`src/rtl/sync_down_timer_if.sv`:
```
// Handshake/bus bundle for sync_down_timer.
//   master : drives start/abort/en/auto_reload/load_val, observes q/tc/busy/done
//   slave  : the timer itself
interface sync_down_timer_if #(
  parameter int unsigned WIDTH = 4
) ();
  logic             start;
  logic             abort;
  logic             en;
  logic             auto_reload;
  logic [WIDTH-1:0] load_val;
  logic [WIDTH-1:0] q;
  logic             tc;
  logic             busy;
  logic             done;

  modport master (
    output start, abort, en, auto_reload, load_val,
    input  q, tc, busy, done
  );

  modport slave (
    input  start, abort, en, auto_reload, load_val,
    output q, tc, busy, done
  );
endinterface

```
`src/rtl/sync_down_timer.sv`:
```
// Loadable synchronous down-counter / timer with one-shot and auto-reload modes.
// Ports:
//   clk    : single rising-edge clock
//   reset  : asynchronous active-high reset
//   bus    : slave side of sync_down_timer_if
//            start/abort/en/auto_reload/load_val in; q/tc/busy/done out (all registered)
// Edge priority: reset > abort > start > count.
module sync_down_timer #(
  parameter int unsigned WIDTH = 4
) (
  input logic              clk,
  input logic              reset,
  sync_down_timer_if.slave bus
);

  typedef enum logic [1:0] {StIdle, StRun, StDone} state_e;

  state_e           state_q, state_d;
  logic [WIDTH-1:0] q_q, q_d;
  logic [WIDTH-1:0] reload_q, reload_d;
  logic             tc_q, tc_d;

  // State register
  always_ff @(posedge clk or posedge reset) begin
    if (reset) begin
      state_q  <= StIdle;
      q_q      <= '0;
      reload_q <= '0;
      tc_q     <= 1'b0;
    end else begin
      state_q  <= state_d;
      q_q      <= q_d;
      reload_q <= reload_d;
      tc_q     <= tc_d;
    end
  end

  // Next-state logic
  always_comb begin
    state_d  = state_q;
    q_d      = q_q;
    reload_d = reload_q;
    tc_d     = 1'b0;
    if (bus.abort) begin
      state_d = StIdle;
      q_d     = '0;
    end else if (bus.start) begin
      q_d      = bus.load_val;
      reload_d = bus.load_val;
      if (bus.load_val == '0) begin
        // Zero load expires immediately, regardless of auto_reload.
        tc_d    = 1'b1;
        state_d = StDone;
      end else begin
        state_d = StRun;
      end
    end else if (state_q == StRun && bus.en) begin
      // q is never 0 while running, so q<=1 is the expiry cycle.
      if (q_q > WIDTH'(1)) begin
        q_d = q_q - WIDTH'(1);
      end else begin
        tc_d = 1'b1;
        if (bus.auto_reload) begin
          q_d = reload_q;
        end else begin
          q_d     = '0;
          state_d = StDone;
        end
      end
    end
  end

  // Output decode
  always_comb begin
    bus.q    = q_q;
    bus.tc   = tc_q;
    bus.busy = 1'b0;
    bus.done = 1'b0;
    unique case (state_q)
      StRun:   bus.busy = 1'b1;
      StDone:  bus.done = 1'b1;
      default: ;
    endcase
  end

endmodule

```
`src/flat_wrapper.sv`:
```
// flat-port wrapper written by rule: the top's interface ports become plain ports
module sync_down_timer_flat 
#(
  parameter int unsigned WIDTH = 4
)
  (clk, reset, bus_start, bus_abort, bus_en, bus_auto_reload, bus_load_val, bus_q, bus_tc, bus_busy, bus_done);
  sync_down_timer_if #(.WIDTH(WIDTH)) bus_i ();
  input logic clk;
  input logic reset;
  input wire logic [$bits(bus_i.start)-1:0] bus_start;
  input wire logic [$bits(bus_i.abort)-1:0] bus_abort;
  input wire logic [$bits(bus_i.en)-1:0] bus_en;
  input wire logic [$bits(bus_i.auto_reload)-1:0] bus_auto_reload;
  input wire logic [$bits(bus_i.load_val)-1:0] bus_load_val;
  output wire logic [$bits(bus_i.q)-1:0] bus_q;
  output wire logic [$bits(bus_i.tc)-1:0] bus_tc;
  output wire logic [$bits(bus_i.busy)-1:0] bus_busy;
  output wire logic [$bits(bus_i.done)-1:0] bus_done;
  assign bus_i.start = bus_start;
  assign bus_i.abort = bus_abort;
  assign bus_i.en = bus_en;
  assign bus_i.auto_reload = bus_auto_reload;
  assign bus_i.load_val = bus_load_val;
  assign bus_q = bus_i.q;
  assign bus_tc = bus_i.tc;
  assign bus_busy = bus_i.busy;
  assign bus_done = bus_i.done;
  sync_down_timer #(.WIDTH(WIDTH)) u_core (.clk(clk), .reset(reset), .bus(bus_i));
endmodule
```
`config.mk`:
```
export PLATFORM = sky130hd
export DESIGN_NAME = sync_down_timer_flat
export DESIGN_NICKNAME = d
export VERILOG_FILES = /design/src/rtl/sync_down_timer_if.sv /design/src/rtl/sync_down_timer.sv /design/src/flat_wrapper.sv
export SDC_FILE = /design/constraint.sdc
export NUM_CORES = 1
export LEC_CHECK = 0
export ABC_AREA = 1
export ABC_CLOCK_PERIOD_IN_PS = 2100
export BUFFER_PORTS_ARGS = -buffer_cell sky130_fd_sc_hd__buf_4
export CAP_MARGIN = 20
export CORE_ASPECT_RATIO = 1.5
export CORE_MARGIN = 2
export CORE_UTILIZATION = 30
export CTS_BUF_LIST = sky130_fd_sc_hd__clkbuf_8
export DETAILED_ROUTE_END_ITERATION = 8
export HOLD_SLACK_MARGIN = 0.06
export SLEW_MARGIN = 20
export SYNTH_ARGS = -nofsm -noshare
export SYNTH_HDL_FRONTEND = slang
export SYNTH_SLANG_ARGS = --single-unit
```
`constraint.sdc`:
```
create_clock -name clk -period 2.1 [get_ports clk]
set_input_delay 0.42 -clock clk [delete_from_list [all_inputs] [get_ports clk]]
set_output_delay 0.42 -clock clk [all_outputs]
set_load 0.05 [all_outputs]
```
==> impl_results.md, run 1 <==
* Slew Limit Fails at 0
* R2r startpoint: u_core.bus.q[0]$_DFFE_PP0P_
* CP startpoint: u_core.bus.q[0]$_DFFE_PP0P_
* Final min period at approximately 1.5 ns
* Crit path DAT at around 1.6 ns
* Fin crit share at 0.708
* RSZ-0062 raised after global routing: no
* Initial core utilization at 0.319
* Pre-antenna DRT Iters at 4
* CTS Buffer Depth at 2
* Setup Skew at roughly 0.0014 ns
* GRT Util Overall at 0.132
* Cell Pwr Density at between 800 and 900 mW/mm^2
* Count of final hold-check violations at 0
* DP Area at around 850 sq um
* Chip Width at roughly 44 um
* Chip Height at between 60 and 70 um
* Largest net degree at the start of global routing at 13
* DRT iter0 DRCs at 12
* Max Cap Viol at 0
* Slew Limit Headroom at 0.717
* Synth Area per Inst at 7.51 sq um
* CP Launch Type: register
* Finished Cell Area at 896 sq um
* Max incr delay on CP at ~0.42 ns
* Clock sinks at 11
* # hold bufs at CTS at 0
* Vias per cell at between 4 and 5
* Worst-skew pair later-pin latency at 0.24 ns
* Global-route wire length before repair at about 2600 um
* R2R Path End: u_core.state_q[0]$_DFFE_PP0P_
* CP Data Required Time at 2.23 ns
* Outcome: complete, no violations
* Filler instances at approximately 230
* Post-CTS resize count at 0
* Crit path max-delay family: simple AND/OR/NAND/NOR gates
* Fraction of final layout cells sized beyond drive strength 1 at 0.263
* Die area at between 0.002 and 0.003 sq mm
* Mapped Area at around 710 sq um
* Avg WL per Cell at 10.8 um
* Register area at around 280 sq um
* Initial antenna violation count at 0
* H-tree Lvls at 1
* Ys Warns at 0
* Synth Net Count at 107
* Setup TNS at 0 ns
* Final core utilization at 0.401
* Worst vdd ir at ~0.27 mV
* Vias in the first global route at a little over 600
* Critical path buffers and inverters at 2
* GR Overflow Total at 0
* CP Class: register to register
* Final net count at roughly 130
* Total power at between 700 and 800 uW
* FMAX at approximately 670 MHz
* Vias after detailed routing at between 600 and 700
* Reg2Reg Depth at 9
* Commonest cells after routing, fill and taps aside: inv_1, nand2_1, buf_4, dfrtp_1, nor2_1
* Clk slew on worst S/H paths at 0.05 ns
* Post-Syn Instances at 95
* Antenna Violating Nets Remaining at 0
* Routability cong. at roughly 0.79
* Setup repair bufs after CTS at 0
* Placed wire-length estimate at 1190 um
* Setup Viol. Count Final at 0
* Worst setup path endpoint: u_core.state_q[0]$_DFFE_PP0P_
* Inserted Diodes at 0
* Critical path depth at 9
* FP Rows at 21
* Yosys reg bits at 11
* Footprint of the multi-input gates at roughly 360 sq um
* Worst path most repeated cell: nand2_1
* Port Buffers at 16
* CORE AREA at between 0.002 and 0.0025 sq mm
* Worst Hold Class: primary input to asynchronous set/reset pin
* R2r setup slk at between 0.6 and 0.7 ns
* Worst-margin pin slew at 0.424 ns
* Pleak at 0.000473 uW
* Seq/Total Area, Yosys at 0.386
* CP max stage cell: dfrtp_1
* Critical path cell sequence: inv_1 > ha_1 > inv_1 > nand2_1 > nand3_2 > nand2_1 > nand3_2 > nand2_1 > o21ai_1
* Hold WS at 0.173 ns
* Root buffer cell: clkbuf_8
* Worst setup EP type: register
* Num CTS Buffers at 3
* Critical Path Fanout Max at 6
* Ports at 17
* Drt total wl at between 1000 and 1500 um
* CTS tree: built
* DRC at 0
* Synth unique cells at 20
* Area Overhead vs Synth at 25.6%
-- metrics by stage --
stage	setup slack [ns]	cells
2_1_floorplan	0.474	95
3_3_place_gp	0.690	133
3_5_place_dp	0.623	133
4_1_cts	0.599	137
5_1_grt	0.436	137
6_report	0.612	137
-- worst min path at each step --
| stage | slack, ns | depth (start not counted) | to | start |
|---|---|---|---|---|
| after global placement | 0.46 | 2 | u_core.bus.tc$_DFF_PP0_ | reset |
| after global routing | 0.23 | 2 | u_core.reload_q[3]$_DFFE_PP0P_ | reset |
| final | 0.17 | 2 | u_core.bus.tc$_DFF_PP0_ | reset |
| after detailed placement | 0.45 | 2 | u_core.bus.tc$_DFF_PP0_ | reset |
| after CTS | 0.19 | 2 | u_core.bus.tc$_DFF_PP0_ | reset |
| after floorplan | 0.27 | 1 | u_core.bus.q[0]$_DFFE_PP0P_ | reset |
-- layer usage --
metal,part of all wire,vias to the layer above,routed length [um],GRT usage
li1,-,339,-,-
met1,0.41,285,604,0.149
met2,0.51,14,756,0.195
met3,0.034,5,50,0.0258
met4,0.049,0,72,0.125
met5,0,-,0,0
-- registers in the layout, indices dropped and copies added, names as in the netlist --
| signal | flops |
|---|---|
| u_core.bus.q | 4 |
| u_core.reload_q | 4 |
| u_core.state_q | 2 |
| u_core.bus.tc | 1 |
-- cells in the mapped netlist (all sizes together) --
master  instances  share of area
nand3b          1          0.011
inv            19           0.10
o21ai           9          0.074
ha              2          0.035
buf             1          0.016
nand4           5          0.044
xnor2           1          0.012
nand3           8          0.070
nand2          22           0.13
nor2           11          0.072
a21oi           5          0.051
dfrtp          11           0.39
-- power breakdown --
group          switching [uW]  internal (uW)  leakage [uW]
Clock                    84.5            129     0.0000269
Combinational             178           92.7      0.000308
Sequential               24.8            240      0.000138
-- cells by family after synthesis --
| family | Yosys count | synth area share |
|---|---|---|
| adder cells (fa/ha/maj) | 2 | 0.0351 |
| buffers and inverters | 20 | 0.116 |
| flip-flops | 11 | 0.386 |
| AO/OA/AOI/OAI | 14 | 0.125 |
| AND/OR/NAND/NOR | 47 | 0.326 |
| XOR/XNOR | 1 | 0.0123 |
-- final cells by class --
type,instances,area share
Sequential cell,11,0.307
Tap cell,23,0.0321
Inverter,19,0.0796
Clock inverter,1,0.00419
Clock buffer,3,0.0461
Multi-Input combinational cell,64,0.397
Timing Repair Buffer,16,0.134
(Power assumes the default switching activity.)
==> run 2, diff against run 1 <==
ABC_CLOCK_PERIOD_IN_PS = 1200   (was 2100)
clock period = 1.2 ns   (was 2.1 ns; I/O delays follow)
==> run 2 against run 1 <==
  * The run now ends with negative setup slack left
  * Cell count rose by 6.6%
  * Wire length increased by 7.7%
  * Clock skew grew 0.0016 ns
  * Power grew 98%
  * Critical path depth is 6 lower
  * Setup slack worse by 0.67 ns
  * Register-to-register slack got worse by 0.67 ns
  * Via count is 5.9% higher
  * Critical endpoint is now bus_done
==> impl_results.md, run 2 (synthesis results as in run 1) <==
* Sw Pwr at 569 uW (was 288 uW)
* Pleak at 0.000525 uW (was 0.000473 uW)
* Post-Layout Cell Count at 146 (was 137)
* FMAX at ~800 MHz
* Final min period at 1.25 ns
* Vias after detailed routing at 681 (was 643)
* Setup TNS at -0.180 ns (was 0 ns)
* Fraction of final layout cells sized beyond drive strength 1 at 0.455 (was 0.263)
* Port Buffers at 16 (unchanged)
* CP max stage cell: dfrtp_1 (unchanged)
* Crit path DAT at 1.01 ns (was 1.62 ns)
* Register area at 279 sq um (was 275 sq um)
* Antenna Violating Nets Remaining at 0 (unchanged)
* Cell Pwr Density at 1390 mW/mm^2 (was 836 mW/mm^2)
* Max incr delay on CP at 0.39 ns (was 0.42 ns)
* Final core utilization at 0.477 (was 0.401)
* Clk slew on worst S/H paths at 0.05 ns (about the same)
* Slew Limit Fails at 0 (unchanged)
* Initial antenna violation count at 0 (unchanged)
* Worst-margin pin slew at 0.445 ns (was 0.424 ns)
* RSZ-0062 raised after global routing: yes (was no)
* Ports at 17 (unchanged)
* Crit path max-delay family: flip-flops (was simple AND/OR/NAND/NOR gates)
* Root buffer cell: clkbuf_8 (unchanged)
* GR Overflow Total at 0 (unchanged)
* CP Class: register to output port (was register to register)
* Placed Cells at 139 (was 133)
* Switching part of the total at 0.384 (about the same)
* CORE AREA at 0.00223 sq mm (unchanged)
* Outcome: finished with violations (was complete, no violations)
* Worst Hold Class: primary input to register (was primary input to asynchronous set/reset pin)
* FP Rows at 21 (unchanged)
* Placed wire-length estimate at 1260 um (was 1190 um)
* Num CTS Buffers at 3 (unchanged)
* Die area at 0.00279 sq mm (unchanged)
* Commonest cells after routing, fill and taps aside: buf_4, nand2_1, inv_1, nor2_1, dfrtp_1 (was inv_1, nand2_1, buf_4, dfrtp_1, nor2_1)
* Gate power share at 0.438 (was 0.362)
* Failing checks: negative setup slack
* Regs by FF count: u_core.bus.q (4), u_core.reload_q (4), u_core.state_q (2) (unchanged)
* Critical path buffers and inverters at 2 (unchanged)
* Finished Cell Area at 0.00107 sq mm (was 896 sq um)
* Critical path cell sequence: buf_6 > nor2_4 > buf_6 (was inv_1 > ha_1 > inv_1 > nand2_1 > nand3_2 > nand2_1 > nand3_2 > nand2_1 > o21ai_1)
* Setup Skew at 0.00303 ns (was 0.00140 ns)
* Chip Height at 63.7 um (unchanged)
* Clock sinks at 11 (unchanged)
* Internal Power at 913 uW (was 461 uW)
* Vias per cell at 4.66 (was 4.69)
* Inserted Diodes at 0 (unchanged)
* CP Launch Type: register (unchanged)
* CP Data Required Time at 0.96 ns (was 2.23 ns)
* Filler instances at 215 (was 233)
* Footprint of the multi-input gates at 430 sq um (was 355 sq um)
* CTS tree: built (unchanged)
* DRT iter0 DRCs at 8 (was 12)
* Initial core utilization at 0.319 (unchanged)
* Pre-antenna DRT Iters at 4 (unchanged)
* H-tree Lvls at 1 (unchanged)
* GRT Util Overall at 0.137 (was 0.132)
* Worst-skew pair later-pin latency at 0.24 ns (about the same)
* DRC at 0 (unchanged)
* Seq pwr share at 0.312 (was 0.354)
* Drt total wl at 1600 um (was 1480 um)
* CTS Buffer Depth at 2 (unchanged)
* Count of final hold-check violations at 0 (unchanged)
* Avg WL per Cell at 11.0 um (was 10.8 um)
* Final worst setup slack at -0.0545 ns (was 0.612 ns)
* Vias in the first global route at 700 (was 621)
* Max Cap Viol at 0 (unchanged)
* Critical Path Fanout Max at 2 (was 6)
* Worst setup EP type: output port (was register)
* Chip Width at 43.8 um (unchanged)
* Routability cong. at 0.776 (was 0.791)
* Final net count at 136 (was 127)
* Fin crit share at 1.05
* Area Overhead vs Synth at 49.5% (was 25.6%)
* Largest net degree at the start of global routing at 13 (unchanged)
* Setup Viol. Count Final at 8 (was 0)
* Global-route wire length before repair at 2930 um (was 2600 um)
* Commonest non-fill, non-tap cell in the layout: buf_4
* Slew Limit Headroom at 0.703 (was 0.717)
* Clock share of power at 0.250 (was 0.285)
* Worst path most repeated cell: buf_6 (was nand2_1)
* Pre-CTS setup slack at -0.0521 ns (was 0.623 ns)
* DP Area at 937 sq um (was 851 sq um)
* Worst vdd ir at 0.962 mV (was 0.273 mV)
run 2: power by group through the flow:
| stage | Combinational, uW | Sequential, uW | Clock, uW |
|---|---|---|---|
| 2_1_floorplan | 315 | 555 | 0 |
| 3_3_place_gp | 583 | 463 | 0 |
| 3_5_place_dp | 590 | 466 | 0 |
| 4_1_cts | 635 | 463 | 376 |
| 5_1_grt | 716 | 472 | 400 |
| 6_report | 649 | 463 | 370 |
run 2: path summary, 6_finish.rpt:
kind / start / slack, ns / endpoint / cells after the start
setup / recovery: u_core.state_q[0]$_DFFE_PP0P_ / -0.05 / bus_done / 3
hold / removal: bus_abort / 0.21 / u_core.state_q[0]$_DFFE_PP0P_ / 2
setup reg to reg: u_core.bus.q[0]$_DFFE_PP0P_ / -0.05 / u_core.state_q[0]$_DFFE_PP0P_ / 9
hold reg to reg: u_core.reload_q[1]$_DFFE_PP0P_ / 0.49 / u_core.reload_q[1]$_DFFE_PP0P_ / 2
max in group asynchronous: reset / 0.30 / u_core.bus.q[2]$_DFFE_PP0P_ / 3
min in group asynchronous: reset / 0.56 / u_core.reload_q[1]$_DFFE_PP0P_ / 3
run 2: worst register-to-register path: stages, from the launching register on:
cell	delay, ns
dfrtp_2	0.42
inv_2	0.08
ha_4	0.14
inv_2	0.04
nand2_4	0.09
nand3_4	0.09
nand2_2	0.08
nand3_2	0.08
nand2_2	0.07
o21ai_2	0.05
run 2: final cells by class:
class | count | share of cell area
Tap cell | 23 | 0.0270
Clock buffer | 3 | 0.0387
Clock inverter | 1 | 0.00352
Sequential cell | 11 | 0.262
Multi-Input combinational cell | 64 | 0.404
Timing Repair Buffer | 25 | 0.196
Inverter | 19 | 0.0692
run 2: repair_timing:
item,4_1_cts,5_1_grt
gates resized for setup,10,5
hold endpoints to repair,11,0
setup endpoints to repair,9,10
hold buffers,1,0
pin swaps,7,4
buffers inserted,1,1
run 2: metrics by stage:
step | hold WS, ns | total power [uW]
floorplan | 0.0922 | 870
global placement | 0.279 | 1050
detailed placement | 0.284 | 1060
CTS | 0.228 | 1480
global route | 0.219 | 1590
finish | 0.214 | 1480
run 2: layer usage:
layer	GRT usage	routed length, um
met1	0.167	637
met2	0.232	889
met5	0	0
met4	0.0568	36
met3	0.0172	37
